### src/rtl/mem_stage_ctrl.sv
// mem_stage_ctrl: MEM stage consumer of the EX/MEM register.
// Resolves branches, runs loads/stores over a req/ack data-memory handshake,
// stalls upstream while an access is outstanding and loads MEM/WB.
// Optional access timeout: define MEM_STAGE_TIMEOUT_EN.
module mem_stage_ctrl #(
  parameter int ADDR_W         = 32,
  parameter int TIMEOUT_CYCLES = 16
) (
  input  logic              Clk,
  input  logic              Rst,
  input  logic              inValid,
  input  logic              inWBrw,
  input  logic              inWBmtoreg,
  input  logic              inBranch,
  input  logic              inMemRead,
  input  logic              inMemWrite,
  input  logic [31:0]       inAddResult,
  input  logic              inZero,
  input  logic [31:0]       inALUResult,
  input  logic [31:0]       inReadData2,
  input  logic [4:0]        inWriteReg,
  output logic              dmem_req,
  output logic              dmem_we,
  output logic [ADDR_W-1:0] dmem_addr,
  output logic [31:0]       dmem_wdata,
  input  logic [31:0]       dmem_rdata,
  input  logic              dmem_ack,
  output logic              Stall,
  output logic              PCSrc,
  output logic [31:0]       BranchTarget,
  output logic              outValid,
  output logic              OutWBrw,
  output logic              OutWBmtoreg,
  output logic [31:0]       outReadData,
  output logic [31:0]       outALUResult,
  output logic [4:0]        outWriteReg,
  output logic              outMemErr
);

  typedef enum logic {IDLE, ACCESS} state_t;

  state_t      state;
  logic        memop;
  logic        timeout;
  logic        lat_wbrw;
  logic        lat_mtoreg;
  logic [31:0] lat_alu;
  logic [4:0]  lat_wreg;

  assign memop = inValid & (inMemRead | inMemWrite);

`ifdef MEM_STAGE_TIMEOUT_EN
  localparam int CW = $clog2(TIMEOUT_CYCLES + 1);
  localparam logic [CW-1:0] LAST = CW'(TIMEOUT_CYCLES - 1);

  logic [CW-1:0] cnt;
  logic          mem_err;

  // Abort fires in the last allowed ACCESS cycle if no ack has arrived.
  assign timeout   = (state == ACCESS) & ~dmem_ack & (cnt == LAST);
  assign outMemErr = mem_err;

  // Count ACCESS cycles without ack; held at zero while idle so entry starts clean.
  always_ff @(posedge Clk) begin
    if (Rst)                   cnt <= '0;
    else if (state == IDLE)    cnt <= '0;
    else if (!dmem_ack)        cnt <= cnt + 1'b1;
  end

  // Error flag set by an aborted access, cleared by the next MEM/WB load.
  always_ff @(posedge Clk) begin
    if (Rst)          mem_err <= 1'b0;
    else if (timeout) mem_err <= 1'b1;
    else if ((state == IDLE && !memop) || (state == ACCESS && dmem_ack))
                      mem_err <= 1'b0;
  end
`else
  assign timeout   = 1'b0;
  assign outMemErr = 1'b0;
`endif

  // Hold upstream while an access is being launched or is still waiting.
  assign Stall        = ((state == IDLE) & memop) |
                        ((state == ACCESS) & ~dmem_ack & ~timeout);
  assign PCSrc        = inValid & inBranch & inZero & ~Stall;
  assign BranchTarget = inAddResult;

  // Two-state access FSM with registered memory-port and MEM/WB outputs.
  always_ff @(posedge Clk) begin
    if (Rst) begin
      state        <= IDLE;
      dmem_req     <= 1'b0;
      dmem_we      <= 1'b0;
      dmem_addr    <= '0;
      dmem_wdata   <= '0;
      lat_wbrw     <= 1'b0;
      lat_mtoreg   <= 1'b0;
      lat_alu      <= '0;
      lat_wreg     <= '0;
      outValid     <= 1'b0;
      OutWBrw      <= 1'b0;
      OutWBmtoreg  <= 1'b0;
      outReadData  <= '0;
      outALUResult <= '0;
      outWriteReg  <= '0;
    end else if (state == IDLE) begin
      if (memop) begin
        // Capture everything needed so EX/MEM may change after the ack cycle.
        state      <= ACCESS;
        dmem_req   <= 1'b1;
        dmem_we    <= inMemWrite;
        dmem_addr  <= inALUResult[ADDR_W-1:0];
        dmem_wdata <= inReadData2;
        lat_wbrw   <= inWBrw;
        lat_mtoreg <= inWBmtoreg;
        lat_alu    <= inALUResult;
        lat_wreg   <= inWriteReg;
        outValid   <= 1'b0;
      end else begin
        outValid     <= inValid;
        OutWBrw      <= inWBrw;
        OutWBmtoreg  <= inWBmtoreg;
        outALUResult <= inALUResult;
        outWriteReg  <= inWriteReg;
      end
    end else begin
      if (dmem_ack || timeout) begin
        state        <= IDLE;
        dmem_req     <= 1'b0;
        outValid     <= 1'b1;
        // An aborted access must not write the register file.
        OutWBrw      <= lat_wbrw & ~timeout;
        OutWBmtoreg  <= lat_mtoreg;
        outALUResult <= lat_alu;
        outWriteReg  <= lat_wreg;
        if (dmem_ack && !dmem_we) outReadData <= dmem_rdata;
      end else begin
        outValid <= 1'b0;
      end
    end
  end

endmodule

### config.mk
export PLATFORM = sky130hd
export DESIGN_NAME = mem_stage_ctrl
export DESIGN_NICKNAME = d
export VERILOG_FILES = /design/src/rtl/mem_stage_ctrl.sv
export SDC_FILE = /design/constraint.sdc
export NUM_CORES = 1
export LEC_CHECK = 0
export BUFFER_PORTS_ARGS = -buffer_cell sky130_fd_sc_hd__buf_4
export CELL_PAD_IN_SITES_DETAIL_PLACEMENT = 1
export CELL_PAD_IN_SITES_GLOBAL_PLACEMENT = 1
export CORE_UTILIZATION = 35
export DETAILED_ROUTE_END_ITERATION = 8
export PLACE_DENSITY = 0.95
export SYNTH_ARGS = -nofsm -noshare
export SYNTH_HDL_FRONTEND = slang
export SYNTH_SLANG_ARGS = --single-unit
### constraint.sdc
create_clock -name Clk -period 4.45 [get_ports Clk]
set_clock_uncertainty 0.2 [all_clocks]
set_input_delay 0.445 -clock Clk [delete_from_list [all_inputs] [get_ports Clk]]
set_output_delay 0.445 -clock Clk [all_outputs]
set_load 0.02 [all_outputs]
Word-level counts from Yosys, hierarchy flattened
Cells that the tools add are included.
{"block": "word_totals", "register_bits": 146}
{"block": "op_classes", "n_eq_ne": 2, "n_mux": 21, "bitwise_logic": 11, "reduce_logical": 7}
{"operator": "32-bit 2-to-1 mux", "count": 3}
{"operator": "1-bit 2-to-1 mux", "count": 15}
{"operator": "5-bit 2-to-1 mux", "count": 3}
{"operator": "1-bit bitwise AND", "count": 6}
{"operator": "2-bit AND reduction", "count": 3}
{"operator": "2-bit != test (second input constant)", "count": 2}
{"operator": "1-bit NOT", "count": 3}
{"operator": "3-bit AND reduction", "count": 1}
{"operator": "1-bit OR", "count": 2}
{"operator": "2-bit nonzero test", "count": 1}
{"operator": "1-bit logical AND", "count": 1}
{"operator": "1-bit zero test", "count": 1}

Longest topological paths before layout
Gate-level depths: netlist of run 1.
{"block": "logic_depth", "depth_word": 6, "mapped_depth": 6, "depth_no_buf": 3}

Worst setup path after synthesis of run 1
OpenSTA, ideal clock, no wires.
{"block": "synth_timing", "path_type": "input to output", "start": "input port inMemWrite", "end": "output port PCSrc", "t_arrival_ns": 1.363, "required_ns": 3.805, "setup_slack_ns": 2.442, "cell_stages": 4, "path_buffers": 1, "path_cell_list": "nor2_2 > o22ai_4 > buf_6 > nor2_1"}
{"block": "synth_between", "elab_chain_len": 6}
{"item": "from (decl)", "line": "16", "text": "input logic inMemWrite,"}
{"item": "1-bit OR", "line": "50", "text": "assign memop = inValid & (inMemRead | inMemWrite);"}
{"item": "1-bit bitwise AND", "line": "50"}
{"item": "1-bit bitwise AND", "line": "83", "text": "assign Stall = ((state == IDLE) & memop) |"}
{"item": "1-bit OR", "line": "83"}
{"item": "named net Stall", "line": "28", "text": "output logic Stall,"}
{"item": "1-bit NOT", "line": "85", "text": "assign PCSrc = inValid & inBranch & inZero & ~Stall;"}
{"item": "1-bit bitwise AND", "line": "85"}
{"item": "to (decl)", "line": "29", "text": "output logic PCSrc,"}
The timed path passes the listed nets, and every way through them passes these cells.

Final worst setup path of run 1
{"block": "layout_timing", "start": "register state", "end": "output port Stall"}
{"block": "layout_between", "elab_chain_len": 3, "word_cells_on_any_way": 4, "classes_between": "4 x bitwise"}
{"item": "from (decl)", "line": "42", "text": "state_t state;"}
{"item": "from (signal assigned)", "line": "91", "text": "state <= IDLE;"}
{"item": "from (signal assigned)", "line": "109", "text": "state <= ACCESS;"}
{"item": "from (signal assigned)", "line": "128", "text": "state <= IDLE;"}
{"item": "1-bit NOT (no source line)"}
{"item": "1-bit bitwise AND", "line": "83"}
{"item": "1-bit OR (*)", "line": "83"}
{"item": "to (decl)", "line": "28"}
Mark *: on every way between the ends. The rest lies on a longest branch, timed or not.

==> metrics.md, run 1 <==
| Metric | Value |
|---|---|
| Final Routed Wirelength | 20300 um |
| Result of the run | finished clean |
| Largest cells by area after synthesis | sky130_fd_sc_hd__dfxtp_1 (46%), sky130_fd_sc_hd__a21oi_1 (8.4%), sky130_fd_sc_hd__mux2_2 (6.6%), sky130_fd_sc_hd__mux2i_1 (6.2%), sky130_fd_sc_hd__nand3_1 (5.7%) |
| Minimum clock period | between 2000 and 3000 ps |
| Final Max Tran Viols | 0 |
| Die extent in y | 136 um |
| Clock Sink Count | around 150 |
| Largest stage delay on the critical path | 520 ps |
| Part of the power in registers | 40.2% |
| CTS tree | yes |
| H-tree levels | 4 |
| Fraction of synthesis flops using an asynchronous set or reset pin | 0% |
| CP most frequent cell | sky130_fd_sc_hd__buf_4 |
| Register bit count reported by yosys | between 100 and 150 |
| Post-DR vias/cell | approximately 5.1 |
| HPWL reported at the end of detailed placement | 13600 um |
| Global-route wire length before repair | around 31000 um |
| DR vias | ~5900 |
| Maxcap violations | 0 |
| Clock buffers created by TritonCTS | 17 |
| Maximum clock path buffer count | 2 |
| Number of nets in the synthesized netlist | around 880 |
| Clock root buffer | sky130_fd_sc_hd__clkbuf_16 |
| GP Congestion | 0.783 |
| Rows | 48 |
| Number of buffers added to fix hold violations after cts | 0 |
| Main flop type after synthesis | sky130_fd_sc_hd__dfxtp_1 |
| Worst-path fanout max | 42 |
| Part of the total power dissipated in combinational logic | between 10% and 20% |
| Relative area change from synthesis to final layout | 36.7% |
| Total routing resource utilization after global routing | between 20% and 30% |
| Synthesized instance count | between 700 and 800 |
| Final cell count without fillers | approximately 1100 |
| Commonest cells in the synthesized netlist | sky130_fd_sc_hd__dfxtp_1 (146), sky130_fd_sc_hd__a21oi_1 (106), sky130_fd_sc_hd__nand3_1 (72), sky130_fd_sc_hd__o21ai_0 (72), sky130_fd_sc_hd__nand2_1 (69) |
| Number of ports placed on the die boundary | roughly 320 |
| Largest net degree at the start of global routing | 149 |
| Starting density of the core | a little over a third |
| Number of antenna violations at the first check in global routing | 0 |
| Fraction of synthesized cell area taken by the top area cell type | around 46% |
| Critical path endpoint category | output port |
| Mean area per synthesized cell | roughly 8.6 um^2 |
| Area of the core | ~17000 um^2 |
| Ratio of cells with drive above 1 in the final layout | 36.1% |
| Routed Antenna Nets | 0 |
| Area enclosed by the die boundary | around 19000 um^2 |
| Share of the yosys chip area belonging to registers | between 40% and 50% |
| Number of inserted filler cells in the final layout | between 2000 and 2500 |
| Setup_tns | 0 ps |
| Multi-input gate area | around 2800 um^2 |
| Lkg Pwr | about 3.7 nW |
| Average wire length per cell after detail routing | about 18 um |
| Required time worst endpoint | approximately 3800 ps |
| Post-detailed-route DRC marker count | 0 |
| Global route overflow | 0 |
| Number of buffers added for setup after CTS | 0 |
| Clock-pin transition on the worst setup and hold timing paths | ~70 ps |
| Remaining max-slew budget at the tightest pin | 21.9% |
| Cell chain of the critical path | nand2b_2 > o22ai_4 > buf_4 > buf_4 |
| Power density relative to cell area | just over 400 nW/um^2 |
| Worst hold slack across all endpoints | between 70 and 80 ps |
| Final-stage net count | approximately 1100 |
| Switch share | between 20% and 30% |
| Total of warnings raised by yosys | 0 |
| Kind of launch point of the worst setup path | register |
| Number of setup violations in the final report | 0 |
| Number of hold violations in the final report | 0 |
| Sw Pwr | roughly 1 mW |
| Distinct cell type count of the synthesized netlist | 23 |
| Worst supply voltage drop on vdd | ~0.24 mV |
| Number of gates resized after cts | 0 |
| Critical setup path kind | register to output port |
| Hold crit path type | primary input to register |
| Cell at the slowest stage of the critical path | sky130_fd_sc_hd__buf_4 |
| Cell taking the most area after synthesis | sky130_fd_sc_hd__dfxtp_1 |
| Fraction of power consumed by the clock network | a little over two fifths |
| Port buffer count | 250 |
| Register area | 2920 um^2 |
| Horizontal extent of the die | between 100 and 150 um |
| Instance area at placement | approximately 8000 um^2 |
| Achievable clock frequency | roughly 390 MHz |
| Combined area of all synthesized cells | approximately 6300 um^2 |
| Cell count after placement | between 1000 and 1500 |
| Non-Filler Cell Area, Final | between 8000 and 9000 um^2 |
| Period utilization | about 57% |
| Clk Latency, worst-skew pair | between 400 and 500 ps |
| 1st-pass router iterations | 4 |
| Initial DRC count | 230 |
| Vias in the first global route | ~6000 |
| Data arrival time of the critical path | approximately 1900 ps |
| Number of diodes | 0 |
| Post-synth EDFFs | 0 |
| Slew @ Worst Pin | around 1200 ps |
| Cell Int Power | approximately 2.6 mW |
| Most frequent cell after synthesis | sky130_fd_sc_hd__dfxtp_1 |
| Unrepaired setup endpoints after global routing | no |
==> power by group through the flow <==
stage	Sequential, mW	Combinational, mW	Clock [mW]
6_report	1.44	0.600	1.54
4_1_cts	1.44	0.605	1.57
3_5_place_dp	1.47	0.603	0
2_1_floorplan	1.55	0.291	0
5_1_grt	1.45	0.647	1.62
3_3_place_gp	1.46	0.587	0
==> area by class of cell <==
cell class | count | area share [%]
Multi-Input combinational cell | 485 | 32.8
Sequential cell | 146 | 34.0
Timing Repair Buffer | 258 | 22.6
Clock buffer | 17 | 4.94
Tap cell | 225 | 3.27
Inverter | 2 | 0.0872
Clock inverter | 15 | 2.40
==> layout by cell type (no fill, tap or decap), types with 17 or more instances in the layout <==
cell type / instances
sky130_fd_sc_hd__nor2b_1: 40
sky130_fd_sc_hd__mux2i_1: 39
sky130_fd_sc_hd__dfxtp_1: 145
sky130_fd_sc_hd__clkbuf_16: 17
sky130_fd_sc_hd__buf_4: 257
sky130_fd_sc_hd__nor2_1: 40
sky130_fd_sc_hd__a21oi_1: 106
sky130_fd_sc_hd__nand2_1: 69
sky130_fd_sc_hd__o21ai_0: 72
sky130_fd_sc_hd__mux2_2: 37
sky130_fd_sc_hd__nand3_1: 72
==> worst paths after layout <==
check / slack (ps) / start / endpoint / cells after the start
setup / recovery: 1900 / state / Stall / 4
setup reg to reg: 2230 / state / lat_alu[26] / 4
hold reg to reg: 260 / outReadData[5] / outReadData[5] / 2
hold / removal: 80 / dmem_rdata[10] / outReadData[10] / 3
==> layer usage <==
layer	routed length, um	vias to the layer above	track usage (%)
li1	-	2805	-
met1	8050	2817	24.3
met2	10400	194	38.6
met3	1310	46	6.49
met4	634	0	9.63
met5	0	-	0
==> flip-flops by register name (all words and copies together), names as in the netlist <==
register      flops
dmem_we           1
lat_mtoreg        1
dmem_req          1
outValid          1
state             1
dmem_wdata       32
outWriteReg       5
OutWBmtoreg       1
lat_wbrw          1
outALUResult     32
lat_wreg          5
lat_alu          32
OutWBrw           1
outReadData      32
==> through the flow <==
| stage | setup slack (ps) | util, % | total power, mW |
|---|---|---|---|
| 4_1_cts | 1850 | 49.4 | 3.62 |
| 3_3_place_gp | 2160 | 45.8 | 2.05 |
| 3_5_place_dp | 2030 | 45.8 | 2.07 |
| 2_1_floorplan | 2440 | - | 1.84 |
| 5_1_grt | 1780 | 49.4 | 3.71 |
| 6_report | 1900 | 49.4 | 3.58 |
==> cell families (layout without fill, tap and decap cells) <==
family / after synthesis / count (layout) / share of synthesized area (%)
DFF: 146 / 146 / 46.4
and+or+nand+nor: 227 / 227 / 16.9
AOI/OAI and AO/OA: 179 / 179 / 14.5
other: 1 / 1 / 0.0596
buffers and inverters: 102 / 292 / 8.99
muxes: 78 / 78 / 13.2
==> critical path: cells and delay by family (launching register included) <==
family | cells | cell delay [ps]
AOI/OAI and AO/OA | 1 | 90
DFF | 1 | 370
and+or+nand+nor | 1 | 210
buffers and inverters | 2 | 780
(Power assumes the default switching activity.)
==> run 2: changes to the inputs <==
--- a/config.mk
+++ b/config.mk
@@ -8,9 +8,9 @@
 export BUFFER_PORTS_ARGS = -buffer_cell sky130_fd_sc_hd__buf_4
 export CELL_PAD_IN_SITES_DETAIL_PLACEMENT = 1
 export CELL_PAD_IN_SITES_GLOBAL_PLACEMENT = 1
-export CORE_UTILIZATION = 35
+export CORE_UTILIZATION = 32
 export DETAILED_ROUTE_END_ITERATION = 8
-export PLACE_DENSITY = 0.95
+export PLACE_DENSITY = 0.9
 export SYNTH_ARGS = -nofsm -noshare
 export SYNTH_HDL_FRONTEND = slang
 export SYNTH_SLANG_ARGS = --single-unit
==> constraint.sdc (replaced) <==
create_clock -name Clk -period 2.5 [get_ports Clk]
set_clock_uncertainty 0.2 [all_clocks]
set_input_delay 0.25 -clock Clk [delete_from_list [all_inputs] [get_ports Clk]]
set_output_delay 0.25 -clock Clk [all_outputs]
set_load 0.02 [all_outputs]
==> run 2 against run 1 <==
Cell area is 13% higher; power up 79%; register-to-register slack worse by 1600 ps; first-iteration DRC count grew 3.9%; flip-flop and latch count did not move; sequential power rose by 78%; via count up 12%; largest cell class is now non-clock buffers; largest power group unchanged; highest routed layer unchanged.
==> metrics.md, run 2 (synthesized netlist as in run 1, its figures left out) <==
| Metric | Value |
|---|---|
| Overall Power | around 6.4 mW |
| Minimum clock period | roughly 2100 ps |
| Global route overflow | 0 |
| Power density relative to cell area | roughly 660 nW/um^2 |
| Area enclosed by the die boundary | around 20000 um^2 |
| Instance area at placement | roughly 8100 um^2 |
| Critical setup path kind | primary input to output port |
| Required time worst endpoint | 2050 ps |
| CTS tree | yes |
| Final Routed Wirelength | approximately 25000 um |
| Final Max Tran Viols | 0 |
| Number of hold violations in the final report | 0 |
| Number of antenna violations at the first check in global routing | 2 |
| Worst hold slack across all endpoints | ~99 ps |
| Post-detailed-route DRC marker count | 0 |
| Number of ports placed on the die boundary | roughly 320 |
| CP most frequent cell | sky130_fd_sc_hd__buf_4 |
| HPWL reported at the end of detailed placement | roughly 14000 um |
| Area of the core | about 19000 um^2 |
| Worst supply voltage drop on vdd | between 0.4 and 0.5 mV |
| Largest net degree at the start of global routing | 108 |
| Data arrival time of the critical path | about 1700 ps |
| Clk Latency, worst-skew pair | approximately 400 ps |
| Initial DRC count | ~240 |
| Setup_tns | 0 ps |
| Average wire length per cell after detail routing | about 19 um |
| Period utilization | between 80% and 90% |
| Cell at the slowest stage of the critical path | sky130_fd_sc_hd__dlygate4sd3_1 |
| Non-Filler Cell Area, Final | 9760 um^2 |
| Clock Sink Count | between 100 and 150 |
| Starting density of the core | around 33% |
| Port buffer count | 250 |
| Result of the run | finished clean |
| Rows | 50 |
| Relative area change from synthesis to final layout | 55.0% |
| Largest stage delay on the critical path | roughly 530 ps |
| Number of buffers added for setup after CTS | 0 |
| Number of setup violations in the final report | 0 |
| Worst hold path cell count | 4 |
| GP Congestion | about 0.73 |
| Final-stage net count | about 1200 |
| Maxcap violations | 0 |
| Routed Antenna Nets | 0 |
| Achievable clock frequency | approximately 470 MHz |
| Vias in the first global route | 7082 |
| Slew @ Worst Pin | roughly 780 ps |
| H-tree levels | 4 |
| Hold crit path type | primary input to register |
| Maximum clock path buffer count | 2 |
| DR vias | roughly 6600 |
| Most frequent cells in the layout | sky130_fd_sc_hd__buf_4 (261), sky130_fd_sc_hd__dfxtp_1 (145), sky130_fd_sc_hd__a21oi_1 (106) |
| Most common cell after layout, fill and taps aside | sky130_fd_sc_hd__buf_4 |
| Worst-path fanout max | 42 |
| Critical path endpoint category | output port |
| Horizontal extent of the die | around 140 um |
| Cell chain of the critical path | dlygate4sd3_1 > buf_4 > nor2_4 > o22ai_4 > buf_12 > nor2_1 > buf_4 |
| Clock root buffer | sky130_fd_sc_hd__clkbuf_16 |
| Die extent in y | roughly 140 um |
| Worst reg-to-reg setup slack | between 600 and 700 ps |
| 1st-pass router iterations | 4 |
| Clock buffers created by TritonCTS | 17 |
| Total routing resource utilization after global routing | 24.3% |
| Kind of launch point of the worst setup path | primary input |
| Post-DR vias/cell | 5.06 |
| R2R depth | 5 |
| Unrepaired setup endpoints after global routing | no |
| Clock-pin transition on the worst setup and hold timing paths | about 60 ps |
| Number of gates resized after cts | 0 |
| Lkg Pwr | 4.13 nW |
| Global-route wire length before repair | approximately 38000 um |
| Ratio of cells with drive above 1 in the final layout | about a third |
| Remaining max-slew budget at the tightest pin | approximately 48% |
run 2: cell count changes in the layout (fill, tap and decap cells not counted):
cell,change
sky130_fd_sc_hd__clkinvlp_4,+1
sky130_fd_sc_hd__clkinv_4,-1
sky130_fd_sc_hd__bufinv_16,-2
sky130_fd_sc_hd__buf_12,+3
sky130_fd_sc_hd__buf_4,+4
sky130_fd_sc_hd__inv_6,-1
sky130_fd_sc_hd__clkbuf_8,+1
sky130_fd_sc_hd__clkinv_2,+1
sky130_fd_sc_hd__diode_2,+2
sky130_fd_sc_hd__inv_8,+1
sky130_fd_sc_hd__dlygate4sd3_1,+105
run 2: worst max-delay path, delay by kind of cell:
kind	cells	cell delay, ps
buf+inv	4	1020
simple gates	2	300
compound gates	1	100
run 2: timing repair:
item                                    in CTS  in global routing
hold endpoints to repair                   106                  0
hold buffers                               105                  0
endpoints found under the setup margin       0                  0
run 2: stage by stage:
| step | setup WS [ps] | utilization [%] | std cells |
|---|---|---|---|
| after floorplan | 768 | - | 733 |
| after global placement | 747 | 42.6 | 1158 |
| after detailed placement | 703 | 42.6 | 1158 |
| after CTS | 356 | 51.3 | 1295 |
| after global routing | 285 | 51.3 | 1297 |
| final | 362 | 51.3 | 1297 |
run 2: worst paths after layout:
path,endpoint,start
max,PCSrc,inMemWrite
min reg2reg,dmem_req,dmem_req
min,dmem_we,inMemRead
max reg2reg,outReadData[26],state
run 2: final cells by class:
cell class | count | area, um^2
multi-input cells | 485 | 2820
flip-flops and latches | 146 | 2920
well taps | 260 | 325
fillers | 2223 | 9260
repair buffers | 370 | 3080
clock inverters | 14 | 153
diodes | 2 | 5.00
clock buffers | 18 | 439
inverters | 2 | 7.51
run 2: report_power, final:
group | switching, mW | internal, mW
Combinational | 0.659 | 0.599
Sequential | 0.0907 | 2.47
Clock | 1.07 | 1.51
Total | 1.82 | 4.58
run 2: routing by layer:
layer  GRT usage (%)  up-vias  wire length [um]
li1                -     3036                 -
met1            26.3     3178              9550
met2            44.1      277             12700
met3            6.12       73              1480
met4            11.8        0              1020
met5               0        -                 0
==> run 3: changes to the inputs <==
--- a/config.mk
+++ b/config.mk
@@ -11,6 +11,7 @@
 export CORE_UTILIZATION = 32
 export DETAILED_ROUTE_END_ITERATION = 8
 export PLACE_DENSITY = 0.9
+export REMOVE_ABC_BUFFERS = 1
 export SYNTH_ARGS = -nofsm -noshare
 export SYNTH_HDL_FRONTEND = slang
 export SYNTH_SLANG_ARGS = --single-unit
==> run 3 against run 2 <==
Clock power is 5% higher; flip-flop and latch count unchanged; via count up 0.52%; sequential power is essentially flat; routed wire length up 4.1%.
==> metrics.md, run 3 (synthesized netlist as in run 1, its figures left out) <==
| Metric | Value |
|---|---|
| Result of the run | finished clean |
| Die extent in y | about 140 um |
| Period utilization | 88.3% |
| Worst hold path cell count | 2 |
| End point of the worst hold path | lat_alu[8] |
| Slew @ Worst Pin | 795 ps |
| Critical path endpoint category | output port |
| Starting density of the core | 33.1% |
| Clock buffers created by TritonCTS | 17 |
| Worst hold slack across all endpoints | roughly 43 ps |
| Total routing resource utilization after global routing | about a quarter |
| Number of antenna violations at the first check in global routing | 2 |
| Endpoint of the worst-slack reg-to-reg timing path | outReadData[13] |
| Clk Latency, worst-skew pair | between 400 and 500 ps |
| Area enclosed by the die boundary | approximately 20000 um^2 |
| H-tree levels | 4 |
| Kind of launch point of the worst setup path | primary input |
| Average wire length per cell after detail routing | 19.9 um |
| Setup_tns | 0 ps |
| Hold crit path type | primary input to register |
| Non-Filler Cell Area, Final | approximately 9800 um^2 |
| Worst hold start | Rst |
| Number of hold violations in the final report | 0 |
| Number of ports placed on the die boundary | 316 |
| Remaining max-slew budget at the tightest pin | 47.0% |
| Worst reg-to-reg setup slack | about 600 ps |
| Util after Layout | slightly above 50% |
| Horizontal extent of the die | 142 um |
| CTS tree | yes |
| Worst-path fanout max | 42 |
| Global route overflow | 0 |
| Number of buffers added to fix hold violations after cts | around 110 |
| Startpoint of the most critical register-to-register path | state |
| Clock-pin transition on the worst setup and hold timing paths | approximately 60 ps |
| 1st-pass router iterations | 4 |
| Final-stage net count | 1163 |
| Clock Sink Count | approximately 150 |
| Maxcap violations | 0 |
| Number of buffers added for setup after CTS | 0 |
| Lkg Pwr | approximately 4.1 nW |
| Clock root buffer | sky130_fd_sc_hd__clkbuf_16 |
| Area of the core | 19000 um^2 |
| Number of inserted filler cells in the final layout | about 2200 |
| DR vias | between 6000 and 7000 |
| Rows | 50 |
| R2R depth | 5 |
| Final Routed Wirelength | 25800 um |
| Maximum clock path buffer count | 2 |
| Required time worst endpoint | 2050 ps |
| Final Max Tran Viols | 0 |
| Routed Antenna Nets | 0 |
| Data arrival time of the critical path | around 1800 ps |
| HPWL reported at the end of detailed placement | 14400 um |
| Post-DR vias/cell | 5.09 |
| Largest net degree at the start of global routing | 73 |
| Unrepaired setup endpoints after global routing | no |
| Overall Power | 6.55 mW |
| Initial DRC count | approximately 210 |
| Number of gates resized after cts | 0 |
| Power density relative to cell area | ~670 nW/um^2 |
| Achievable clock frequency | roughly 450 MHz |
| Number of setup violations in the final report | 0 |
| GP Congestion | around 0.7 |
| Vias in the first global route | 7228 |
| Relative area change from synthesis to final layout | 55.9% |
| Instance area at placement | just over 8000 um^2 |
| Post-detailed-route DRC marker count | 0 |
| Minimum clock period | approximately 2200 ps |
| Most common cell after layout, fill and taps aside | sky130_fd_sc_hd__buf_4 |
| Worst supply voltage drop on vdd | about 0.46 mV |
| Ratio of cells with drive above 1 in the final layout | about a third |
| Port buffer count | 250 |
| Most frequent cells in the layout | sky130_fd_sc_hd__buf_4 (256), sky130_fd_sc_hd__dfxtp_1 (145), sky130_fd_sc_hd__a21oi_1 (106) |
| Global-route wire length before repair | 38700 um |
| Critical setup path kind | primary input to output port |
==> run 3: how the worst max path moves through the flow <==
stage | from | endpoint | slack (ps) | cells after the start
6_report | inMemWrite | PCSrc | 290 | 7
5_1_grt | inMemWrite | PCSrc | 240 | 7
4_1_cts | inMemWrite | PCSrc | 300 | 7
3_5_place_dp | inMemRead | dmem_wdata[7] | 630 | 5
3_3_place_gp | inMemWrite | dmem_wdata[19] | 680 | 5
2_1_floorplan | state | PCSrc | -1800 | 3
==> run 3: per-layer routing <==
layer / share of wire, % / up-vias / wire length [um] / GRT usage (%)
met2: 49 / 286 / 12700 / 44.7
met5: 0.21 / - / 55 / 2.01
met3: 8.5 / 34 / 2200 / 8.95
met4: 1.9 / 2 / 482 / 9.22
met1: 40 / 3239 / 10300 / 26.7
li1: - / 3037 / - / -
==> run 3: per-stage QoR <==
| step | setup slack (ps) | cells |
|---|---|---|
| 2_1_floorplan | -1800 | 633 |
| 3_3_place_gp | 684 | 1156 |
| 3_5_place_dp | 634 | 1156 |
| 4_1_cts | 298 | 1293 |
| 5_1_grt | 240 | 1295 |
| 6_report | 293 | 1295 |
==> run 3: cell type report <==
cell class	instances	area, um^2	area share [%]
Timing Repair Buffer	368	3100	31.6
Sequential cell	146	2920	29.8
Multi-Input combinational cell	485	2820	28.7
Clock buffer	19	453	4.62
Tap cell	260	325	3.32
Clock inverter	13	174	1.77
Inverter	2	7.51	0.0765
Antenna cell	2	5.00	0.0510
==> run 3: worst max-delay path, cell delays in order <==
cell and delay (ps):
sky130_fd_sc_hd__dlygate4sd3_1 560, sky130_fd_sc_hd__buf_4 160, sky130_fd_sc_hd__nor2_4 180, sky130_fd_sc_hd__o22ai_4 100, sky130_fd_sc_hd__buf_12 210, sky130_fd_sc_hd__nor2_1 130, sky130_fd_sc_hd__buf_4 140
==> run 3: report_power, final <==
part | leakage (nW) | internal [mW] | switching (mW) | total [mW]
Clock | 0.291 | 1.64 | 1.08 | 2.72
Sequential | 1.20 | 2.47 | 0.0873 | 2.56
Combinational | 2.65 | 0.604 | 0.666 | 1.27
